===== config.mk =====
export PLATFORM = sky130hd
export DESIGN_NAME = pipe_ctrl_flat
export DESIGN_NICKNAME = d
export VERILOG_FILES = /design/src/rtl/pipe_ctrl_if.sv /design/src/rtl/pipe_ctrl.sv /design/src/flat_wrapper.sv
export SDC_FILE = /design/constraint.sdc
export NUM_CORES = 1
export LEC_CHECK = 0
export ABC_AREA = 0
export CORE_MARGIN = 8
export CORE_UTILIZATION = 30
export DETAILED_ROUTE_END_ITERATION = 8
export DONT_BUFFER_PORTS = 1
export PLACE_DENSITY_LB_ADDON = 0.2
export SLEW_MARGIN = 20
export SYNTH_ARGS = -nofsm -noshare
export SYNTH_HDL_FRONTEND = slang
export SYNTH_SLANG_ARGS = --single-unit
export TNS_END_PERCENT = 10

===== constraint.sdc =====
create_clock -name clk -period 3.9 [get_ports clk]
set_clock_uncertainty 0.2 [all_clocks]
set_input_delay 0.78 -clock clk [delete_from_list [all_inputs] [get_ports clk]]
set_output_delay 0.78 -clock clk [all_outputs]
set_load 0.02 [all_outputs]

===== src/rtl/pipe_ctrl_if.sv =====
// Handshake bundle between the pipeline datapath and its stall/flush controller.
// The datapath side drives the requests; the controller side drives the stall/flush results.
interface pipe_ctrl_if;
  logic        stallreq_id;
  logic        stallreq_ex;
  logic        stallreq_mem;
  logic        ex_mc_start;
  logic [5:0]  ex_mc_cycles;
  logic        flush_req;
  logic [31:0] flush_pc;
  logic [5:0]  stall;
  logic        flush;
  logic [31:0] new_pc;
  logic        ex_mc_busy;
  logic        ex_mc_last;
  logic [15:0] stall_cycles;

  modport master (
    output stallreq_id, stallreq_ex, stallreq_mem, ex_mc_start, ex_mc_cycles,
           flush_req, flush_pc,
    input  stall, flush, new_pc, ex_mc_busy, ex_mc_last, stall_cycles
  );

  modport slave (
    input  stallreq_id, stallreq_ex, stallreq_mem, ex_mc_start, ex_mc_cycles,
           flush_req, flush_pc,
    output stall, flush, new_pc, ex_mc_busy, ex_mc_last, stall_cycles
  );
endinterface


===== src/rtl/pipe_ctrl.sv =====
// Pipeline stall/flush controller: prioritised stall vector, flush redirect and a
// multi-cycle EX sequencer that holds the front of the pipe while a long op runs.
module pipe_ctrl (
  input  logic       clk,
  input  logic       rst,
  pipe_ctrl_if.slave bus
);

  typedef enum logic {IDLE, BUSY} state_t;

  localparam logic [5:0] STALL_NONE = 6'b000000;
  localparam logic [5:0] STALL_ID   = 6'b000111;
  localparam logic [5:0] STALL_EX   = 6'b001111;
  localparam logic [5:0] STALL_MEM  = 6'b011111;

  state_t      state_q, state_d;
  logic [5:0]  cnt_q, cnt_d;
  logic [15:0] stall_cycles_q, stall_cycles_d;

  logic        mc_launch;
  logic        fsm_ex_stall;
  logic        mc_last;
  logic [5:0]  stall_vec;

  // A launch only counts when it needs more than one cycle and is not being flushed away.
  always_comb begin
    mc_launch    = (state_q == IDLE) && bus.ex_mc_start && !bus.flush_req &&
                   (bus.ex_mc_cycles >= 6'd2);
    fsm_ex_stall = mc_launch || ((state_q == BUSY) && (cnt_q > 6'd1));
    mc_last      = (state_q == BUSY) && (cnt_q == 6'd1) && !bus.flush_req;
  end

  always_comb begin
    stall_vec = STALL_NONE;
    if (bus.flush_req) begin
      stall_vec = STALL_NONE;
    end else if (bus.stallreq_mem) begin
      stall_vec = STALL_MEM;
    end else if (bus.stallreq_ex || fsm_ex_stall) begin
      stall_vec = STALL_EX;
    end else if (bus.stallreq_id) begin
      stall_vec = STALL_ID;
    end
  end

  always_comb begin
    state_d        = state_q;
    cnt_d          = cnt_q;
    stall_cycles_d = stall_cycles_q;

    if (stall_vec[0] && (stall_cycles_q != 16'hFFFF)) begin
      stall_cycles_d = stall_cycles_q + 16'd1;
    end

    if (bus.flush_req) begin
      state_d = IDLE;
      cnt_d   = 6'd0;
    end else begin
      case (state_q)
        IDLE: begin
          if (mc_launch) begin
            state_d = BUSY;
            cnt_d   = bus.ex_mc_cycles - 6'd1;
          end
        end
        BUSY: begin
          // A busy data bus freezes the whole sequencer, including the last cycle.
          if (!bus.stallreq_mem) begin
            cnt_d = cnt_q - 6'd1;
            if (cnt_q == 6'd1) begin
              state_d = IDLE;
            end
          end
        end
        default: begin
          state_d = IDLE;
          cnt_d   = 6'd0;
        end
      endcase
    end

    if (rst) begin
      state_d        = IDLE;
      cnt_d          = 6'd0;
      stall_cycles_d = 16'd0;
    end
  end

  always_ff @(posedge clk) begin
    state_q        <= state_d;
    cnt_q          <= cnt_d;
    stall_cycles_q <= stall_cycles_d;
  end

  always_comb begin
    bus.stall        = rst ? STALL_NONE : stall_vec;
    bus.flush        = !rst && bus.flush_req;
    bus.new_pc       = (!rst && bus.flush_req) ? bus.flush_pc : 32'h0;
    bus.ex_mc_busy   = !rst && (state_q == BUSY);
    bus.ex_mc_last   = !rst && mc_last;
    bus.stall_cycles = stall_cycles_q;
  end

endmodule

===== src/flat_wrapper.sv =====
// flat-port wrapper written by rule: the top's interface ports become plain ports
module pipe_ctrl_flat 
  (clk, rst, bus_stallreq_id, bus_stallreq_ex, bus_stallreq_mem, bus_ex_mc_start, bus_ex_mc_cycles, bus_flush_req, bus_flush_pc, bus_stall, bus_flush, bus_new_pc, bus_ex_mc_busy, bus_ex_mc_last, bus_stall_cycles);
  pipe_ctrl_if bus_i ();
  input  logic clk;
  input  logic rst;
  input wire logic [$bits(bus_i.stallreq_id)-1:0] bus_stallreq_id;
  input wire logic [$bits(bus_i.stallreq_ex)-1:0] bus_stallreq_ex;
  input wire logic [$bits(bus_i.stallreq_mem)-1:0] bus_stallreq_mem;
  input wire logic [$bits(bus_i.ex_mc_start)-1:0] bus_ex_mc_start;
  input wire logic [$bits(bus_i.ex_mc_cycles)-1:0] bus_ex_mc_cycles;
  input wire logic [$bits(bus_i.flush_req)-1:0] bus_flush_req;
  input wire logic [$bits(bus_i.flush_pc)-1:0] bus_flush_pc;
  output wire logic [$bits(bus_i.stall)-1:0] bus_stall;
  output wire logic [$bits(bus_i.flush)-1:0] bus_flush;
  output wire logic [$bits(bus_i.new_pc)-1:0] bus_new_pc;
  output wire logic [$bits(bus_i.ex_mc_busy)-1:0] bus_ex_mc_busy;
  output wire logic [$bits(bus_i.ex_mc_last)-1:0] bus_ex_mc_last;
  output wire logic [$bits(bus_i.stall_cycles)-1:0] bus_stall_cycles;
  assign bus_i.stallreq_id = bus_stallreq_id;
  assign bus_i.stallreq_ex = bus_stallreq_ex;
  assign bus_i.stallreq_mem = bus_stallreq_mem;
  assign bus_i.ex_mc_start = bus_ex_mc_start;
  assign bus_i.ex_mc_cycles = bus_ex_mc_cycles;
  assign bus_i.flush_req = bus_flush_req;
  assign bus_i.flush_pc = bus_flush_pc;
  assign bus_stall = bus_i.stall;
  assign bus_flush = bus_i.flush;
  assign bus_new_pc = bus_i.new_pc;
  assign bus_ex_mc_busy = bus_i.ex_mc_busy;
  assign bus_ex_mc_last = bus_i.ex_mc_last;
  assign bus_stall_cycles = bus_i.stall_cycles;
  pipe_ctrl u_core (.clk(clk), .rst(rst), .bus(bus_i));
endmodule

-- After elaboration in Yosys (flattened, before gate mapping)
Cells that the tools add are included.
- add/subtract/negate cells: 3
- $lt $le $gt $ge: 2
- eq/ne operators: 4
- muxes and demuxes: 13
- bitwise gates (word level): 1
- reduce and logical (&&, ||, !) cells: 16
- operator list (operator ; number):
    $mux 6 ; 6
    $mux 32 ; 1
    $add 16x1->16 const B ; 1
    $ne 16x16->1 const B ; 1
    $pmux 6 s2 ; 1
    $sub 6x1->6 const B ; 2
    $logic_and 1x1->1 ; 10
    $eq 6x1->1 const B ; 1
    $ge 6x2->1 const B ; 1
    $gt 6x1->1 const B ; 1
    $mux 1 ; 3
    $mux 3 ; 1
    $logic_not 1->1 ; 2
    $logic_or 1x1->1 ; 2
    $ne 2x1->1 const B ; 1
    $ne 2x2->1 const B ; 1
    $pmux 1 s2 ; 1
    $reduce_and 2->1 ; 1
    $reduce_or 2->1 ; 1
    $not 1->1 ; 1
- flip-flop bits (word level): 23
- input port bits: 45
- output and inout bits: 57
- word-level logic and storage cells: 42

-- Depth between registers and ports, before layout
Gate-level depths: netlist of the first run.
- depth after elaboration: 10
- gate-level depth with buffers: 9
- gate-level depth less buffers: 7

-- Worst setup path before layout of the first run
OpenSTA, ideal clock, no wires.
- path kind: input to output
- start: input bus_ex_mc_cycles[0]
- end: output bus_stall[1]
- data arrival time: 2455 ps
- required time: 2920 ps
- setup slack: 465 ps
- cell stages on the path: 9
- buffers on the path: 3
- path through: inv_1 > ha_1 > nor2_1 > a2111oi_4 > nor2_4 > buf_6 > buf_12 > nor2_1 > buf_4
- longest elaborated chain between the ends: 8
- ends and longest elaborated chain (item ; RTL line ; text):
    start: declaration ; flat_wrapper.sv:11 ; input wire logic [$bits(bus_i.ex_mc_cycles)-1:0] bus_ex_mc_cycles;
    $ge 6x2->1 ; pipe_ctrl.sv:28 ; (bus.ex_mc_cycles >= 6'd2);
    $logic_and 1x1->1 ; pipe_ctrl.sv:27 ; mc_launch = (state_q == IDLE) && bus.ex_mc_start && !bus.flush_req &&
    $logic_or 1x1->1 ; pipe_ctrl.sv:29 ; fsm_ex_stall = mc_launch || ((state_q == BUSY) && (cnt_q > 6'd1));
    $logic_or 1x1->1 ; pipe_ctrl.sv:39 ; end else if (bus.stallreq_ex || fsm_ex_stall) begin
    $mux 6 ; pipe_ctrl.sv:39 ;
    $mux 6 ; pipe_ctrl.sv:37 ; end else if (bus.stallreq_mem) begin
    $mux 6 ; pipe_ctrl.sv:35 ; if (bus.flush_req) begin
    $mux 6 ; pipe_ctrl.sv:96 ; bus.stall = rst ? STALL_NONE : stall_vec;
    end: declaration ; flat_wrapper.sv:14 ; output wire logic [$bits(bus_i.stall)-1:0] bus_stall;
No other way between the ends.

-- Worst setup path after layout of the first run
- start: input bus_ex_mc_cycles[0]
- end: output bus_stall[3]
The elaborated chain is that of the path after synthesis.

==> impl_results.md, run 1 <==
* # diodes at 0
* FF-to-FF path depth at 8
* Die height at 93.6 um
* Largest net degree at the start of global routing at 34
* Sw frac at 30.5%
* Synth Flop Type: dfxtp_1
* CP peak stage delay at 520 ps
* DRT antenna net count at 0
* Standard-cell rows at 28
* RSZ-0062 raised after global routing: no
* Initial antenna violation count at 0
* Fmax at 323 MHz
* Final hold vios at 0
* Fill cells at 641
* CTS Root Cell: clkbuf_8
* Core area at 0.00589 mm2
* Share of layout cells above drive strength 1 at 9.01%
* Final GP Congestion at 0.748
* Syn avg cell area at 7.85 um2
* Nets at 273
* Final worst path period need at 3090 ps
* Critical path's top delay family: compound AO/OA/AOI/OAI gates
* Sequential share of power at 50.5%
* Pwr Density at 261 mW/mm2
* Via-to-Cell Ratio at 5.51
* Fin crit share at 79.3%
* Final worst setup slack at 807 ps
* Via count at 1635
* Pre-CTS WS at 797 ps
* WP data required at 2920 ps
* Slowest-stage cell, CP: a2111oi_4
* Die Area at 0.00876 mm2
* Gate Count Post-Synth at 230
* Crit path kind: primary input to output pin
* Chip width at 93.6 um
* Adder-Cell Fraction of Synth Area at 3.47%
* Reg-to-reg startpoint: u_core.cnt_q[0]
* Top cells by count, synth: and2_1, dfxtp_1, a21oi_1
* Synth area leader: dfxtp_1
* Syn_nets at 280
* Main combinational cell family by area after synthesis: simple AND/OR/NAND/NOR gates
* First-pass GRT wire length at 8.61 mm
* Min-Delay Startpoint: u_core.cnt_q[5]
* Worst Hold Class: flip-flop to flip-flop
* CTS tree: built
* Worst skew pair latency at 270 ps
* Inst Count DP at 293
* Vias in the first global route at 1521
* CTS buffer count at 3
* Post-Synth Simple-Gate Area at 39.8%
* Worst reg-to-reg setup slack at 1310 ps
* Yosys top cell area share at 25.5%
* H-tree Lvls at 1
* Worst Hold Path EP: u_core.cnt_q[5]
* Initial Util at 30.7%
* Distinct cells, synth at 52
* Int Pwr at 0.341 mW
* Seq/Total Area, Yosys at 25.5%
* Area delta synth->final at 3.95%
* Hold_ws at 300 ps
* Synthesized cell area at 0.00181 mm2
* Tot GR Track Use at 12.0%
* IO Pins at 102
* Compound-Gate Fraction of Synth Area at 19.1%
* Top post-synthesis cells by area: dfxtp_1, and2_1, a21oi_1
* Synth Warn # at 0
* Final WL at 5.46 mm
* Yosys reg bits at 23
* # DRC at 0
* CTS Hold Bufs at 0
* 1st-pass router iterations at 5
* Cts repair resizes at 0
* DR WL/cell at 18.4 um
* Synth async-reset ratio at 0%
* Cell count of the worst hold path at 2
* Crit start category: primary input
* DR iter-0 viols at 67
* Max Root-Sink Buffers at 2
* CP Buf/Inv Count at 1
* Worst-Margin Slew at 738 ps
* Sequence of cells on the critical path: inv_1 -> ha_1 -> nor2_1 -> a2111oi_4 -> a2111oi_0 -> nor2_1
* Setup crit start: bus_ex_mc_cycles[0]
* Post-Synth XOR/XNOR Area at 1.94%
* Most frequent cell on the critical path: nor2_1
* Most common cell in the synthesized netlist: and2_1
* Clock transition at the registers of the reported paths at 80 ps
* Worst VDD drop at 0.135 mV
* Max cap viols at 0
* Clock tree sinks at 23
* Worst EP arrival at 2110 ps
* Normalized max-slew margin at 50.6%
* Port buffer count at 0
* Non-Filler Instances at 297
* Final core area utilization at 31.9%
* Mux cell area share after synthesis at 3.33%
* Setup violators final at 0
* Net Switching at 0.150 mW
* Static leakage at 0.600 nW
* Total gr overflow at 0
* Crit Path Max Fanout at 6
* Status: complete, no violations
* Dpl hpwl at 4.32 mm
* Final max-slew violation count at 0
* Combinational power share at 18.3%
* Post-synth EDFFs at 0
* Clk pwr share at 31.2%
* Setup Buffers After CTS at 0
* Setup crit end kind: output pin
* Worst R2R End: u_core.bus.stall_cycles[2]
* Setup TNS at 0 ps
-- cell type report --
class / count / area (um2) / share of cell area, %
Inverter: 7 / 26.3 / 1.40
Tap cell: 75 / 93.8 / 5.00
Clock buffer: 4 / 45.0 / 2.40
Timing Repair Buffer: 3 / 22.5 / 1.20
Sequential cell: 23 / 460 / 24.5
Multi-Input combinational cell: 185 / 1230 / 65.5
-- worst min-delay path, stage by stage (launching register included) --
cell,delay [ps]
dfxtp_1,330
o21ai_0,70
a21oi_1,60
-- power by group through the flow --
stage	sequential (mW)	combinational, mW	clock, mW
finish	0.248	0.0898	0.153
global placement	0.254	0.0909	0
global route	0.249	0.0992	0.172
CTS	0.248	0.0907	0.162
detailed placement	0.254	0.0903	0
floorplan	0.250	0.0860	0
-- kinds of logic (layout without fill, tap and decap cells) --
kind of cell,after synthesis,count (layout)
AND/OR/NAND/NOR,118,118
AO/OA/AOI/OAI,52,52
flip-flops,23,23
buffers and inverters,22,14
adder cells (fa/ha/maj),5,5
multiplexers,5,5
XOR/XNOR,4,4
other,1,1
-- stage by stage --
step           area (um2)  total power, mW
4_1_cts              1880            0.500
5_1_grt              1880            0.520
6_report             1880            0.491
3_3_place_gp         1830            0.344
2_1_floorplan        1810            0.336
3_5_place_dp         1830            0.344
-- flip-flops by register name (all words and copies together), names as in the netlist --
signal	flops
u_core.bus.stall_cycles	16
u_core.cnt_q	6
u_core.state_q	1
-- layout by cell type (no fill, tap or decap), drive strengths merged, types with 3 or more instances in the layout --
cell / count
nor3: 6
and4: 3
ha: 5
clkbuf: 4
xnor2: 3
buf: 3
nand2b: 4
and2: 33
nand2: 11
or2: 3
nand4: 4
o21ai: 9
nor4: 3
inv: 7
o31ai: 9
o211ai: 3
dfxtp: 23
or3: 5
a21oi: 21
mux2i: 3
or4: 11
nor2b: 4
nor2: 18
o41ai: 3
nand3: 5
-- per-layer routing --
metal  vias up  share of wire, %  GRT usage (%)
met5         -                 0              0
met4         0              0.40           2.11
met3         2               6.6           3.85
met2        45                53           20.6
met1       768                40           14.4
li1        820                 -              -
-- worst max path at each step --
stage	endpoint	slack, ps	depth (start not counted)
after floorplan	bus_stall[1]	460	9
after global placement	bus_stall[3]	810	6
after detailed placement	bus_stall[3]	800	6
after CTS	bus_stall[3]	800	6
after global routing	bus_stall[3]	590	4
final	bus_stall[3]	810	6
Note: power is estimated with default switching activity, not from simulation.
==> inputs of run 2 (changes only) <==
- clock period: 3.9 -> 3.2 ns (I/O delays scaled with it)
==> impl_results.md, run 2 (same netlist as run 1, synthesis figures left out) <==
* Status: complete, no violations (unchanged)
* # diodes at 0 (unchanged)
* Setup crit end kind: output pin (unchanged)
* Inst Count DP at 297 (was 293)
* RSZ-0062 raised after global routing: no (unchanged)
* Via-to-Cell Ratio at 5.41 (was 5.51)
* Final core area utilization at 32.4% (was 31.9%)
* Max cap viols at 0 (unchanged)
* Final worst setup slack at 324 ps (was 807 ps)
* Crit start category: flip-flop (was primary input)
* Pre-CTS WS at 392 ps (was 797 ps)
* Static leakage at 0.621 nW (was 0.600 nW)
* # DRC at 0 (unchanged)
* Dpl hpwl at 4.27 mm (was 4.32 mm)
* Crit path kind: flip-flop to output pin (was primary input to output pin)
* Area delta synth->final at 5.61% (was 3.95%)
* Share of layout cells above drive strength 1 at 10.6% (was 9.01%)
* Clock transition at the registers of the reported paths at 80 ps (about the same)
* CTS Root Cell: clkbuf_8 (unchanged)
* Met3 Routed Length at 274 um (was 362 um)
* Critical path destination: bus_stall[1] (was bus_stall[3])
* Critical path depth at 5 (was 6)
* Reg-to-reg startpoint: u_core.cnt_q[0] (unchanged)
* Cts repair resizes at 0 (unchanged)
* Worst VDD drop at 0.174 mV (was 0.135 mV)
* 1st-pass router iterations at 4 (was 5)
* CTS tree: built (unchanged)
* Die Area at 0.00876 mm2 (unchanged)
* Via count at 1627 (was 1635)
* Setup violators final at 0 (unchanged)
* DRT met1 WL at 2.26 mm (was 2.17 mm)
* CP Buf/Inv Count at 1 (unchanged)
* Setup TNS at 0 ps (unchanged)
* Worst R2R End: u_core.bus.stall_cycles[2] (unchanged)
* Final GP Congestion at 0.755 (was 0.748)
* Worst-Margin Slew at 578 ps (was 738 ps)
* Crit Path Max Fanout at 8 (was 6)
* CTS buffer count at 3 (unchanged)
* Critical path's top delay family: simple AND/OR/NAND/NOR gates (was compound AO/OA/AOI/OAI gates)
* Initial antenna violation count at 0 (unchanged)
* Standard-cell rows at 28 (unchanged)
* Final hold vios at 0 (unchanged)
* Port buffer count at 0 (unchanged)
* CP peak stage delay at 520 ps (about the same)
* Hold_ws at 226 ps (was 300 ps)
* Non-Filler Instances at 301 (was 297)
* CTS Hold Bufs at 0 (unchanged)
* Commonest non-fill, non-tap cell in the layout: and2_1 (unchanged)
* IO Pins at 102 (unchanged)
* Total gr overflow at 0 (unchanged)
* Final max-slew violation count at 0 (unchanged)
* Worst reg-to-reg setup slack at 540 ps (was 1310 ps)
* Final worst path period need at 2880 ps
* Tot GR Track Use at 12.1% (was 12.0%)
* Setup Buffers After CTS at 0 (unchanged)
* FF-to-FF path depth at 8 (unchanged)
* DR iter-0 viols at 45 (was 67)
* Finished Cell Area at 0.00191 mm2 (was 0.00188 mm2)
* DRT antenna net count at 0 (unchanged)
* H-tree Lvls at 1 (unchanged)
* Die height at 93.6 um (unchanged)
* WP data required at 2360 ps (was 2920 ps)
* Normalized max-slew margin at 61.1% (was 50.6%)
* Fmax at 348 MHz
* Slowest-stage cell, CP: or4_4 (was a2111oi_4)
* Met2 Routed Length at 2.92 mm (was 2.90 mm)
* Setup crit start: u_core.cnt_q[2] (was bus_ex_mc_cycles[0])
* Worst EP arrival at 2040 ps (was 2110 ps)
* Max Root-Sink Buffers at 2 (unchanged)
* Worst Hold Class: primary input to flip-flop (was flip-flop to flip-flop)
* Most frequent cells in the layout: and2_1, dfxtp_1, a21oi_1, nor2_1, nand2_1 (unchanged)
* Pwr Density at 316 mW/mm2 (was 261 mW/mm2)
* Worst skew pair latency at 270 ps (about the same)
* Initial Util at 30.7% (unchanged)
* First-pass GRT wire length at 8.59 mm (was 8.61 mm)
* Core area at 0.00589 mm2 (unchanged)
* DR WL/cell at 18.3 um (was 18.4 um)
* Final WL at 5.50 mm (was 5.46 mm)
* Placement-stage cell area at 0.00186 mm2 (was 0.00183 mm2)
* Clock tree sinks at 23 (unchanged)
* Max reg flops at 16 (unchanged)
* Largest net degree at the start of global routing at 26 (was 34)
* DR top layer: met4 (unchanged)
* Fin crit share at 89.9%
* Chip width at 93.6 um (unchanged)
* Total power at 0.603 mW (was 0.491 mW)
* Nets at 277 (was 273)
* Sequence of cells on the critical path: or4_4 -> a2111o_1 -> nor2_4 -> nor2_1 -> buf_4 (was inv_1 -> ha_1 -> nor2_1 -> a2111oi_4 -> a2111oi_0 -> nor2_1)
* Vias in the first global route at 1569 (was 1521)
[run 2: cell types whose count changed in the layout (fill, tap and decap cells not counted)]
| cell | before | now |
|---|---|---|
| buf_4 | 3 | 7 |
[run 2: worst min path at each step]
| stage | slack (ps) | end | depth (start not counted) | from |
|---|---|---|---|---|
| detailed placement | 290 | u_core.cnt_q[5] | 2 | u_core.cnt_q[5] |
| global placement | 300 | u_core.cnt_q[5] | 2 | u_core.cnt_q[5] |
| floorplan | 260 | u_core.cnt_q[5] | 2 | u_core.cnt_q[5] |
| global route | 210 | u_core.bus.stall_cycles[7] | 1 | rst |
| finish | 230 | u_core.bus.stall_cycles[7] | 1 | rst |
| CTS | 220 | u_core.bus.stall_cycles[7] | 1 | rst |
[run 2: worst register-to-register path, stage by stage (launching register included)]
cell      delay (ps)
dfxtp_1          460
inv_1            100
ha_1             270
nor3b_1          280
a2111o_1         220
nor2_4            40
buf_4            220
or4b_2           650
a21oi_1          150
[run 2: final cells by class]
| cell class | count | area (um2) |
|---|---|---|
| Inverter | 7 | 26.3 |
| Sequential cell | 23 | 460 |
| Multi-Input combinational cell | 185 | 1230 |
| Tap cell | 75 | 93.8 |
| Clock buffer | 4 | 45.0 |
| Fill cell | 639 | 3980 |
| Timing Repair Buffer | 7 | 52.6 |
[run 2: routing by layer]
metal / global-route usage (%) / up-vias
met5: 0 / -
met4: 2.51 / 0
met3: 3.61 / 4
met2: 21.6 / 25
met1: 13.8 / 778
li1: - / 820
[run 2: power by group]
group,total (mW),switching [mW],leakage (nW),internal (mW)
combinational,0.114,0.0762,0.412,0.0374
clock,0.190,0.100,0.0228,0.0891
sequential,0.300,0.00940,0.186,0.291
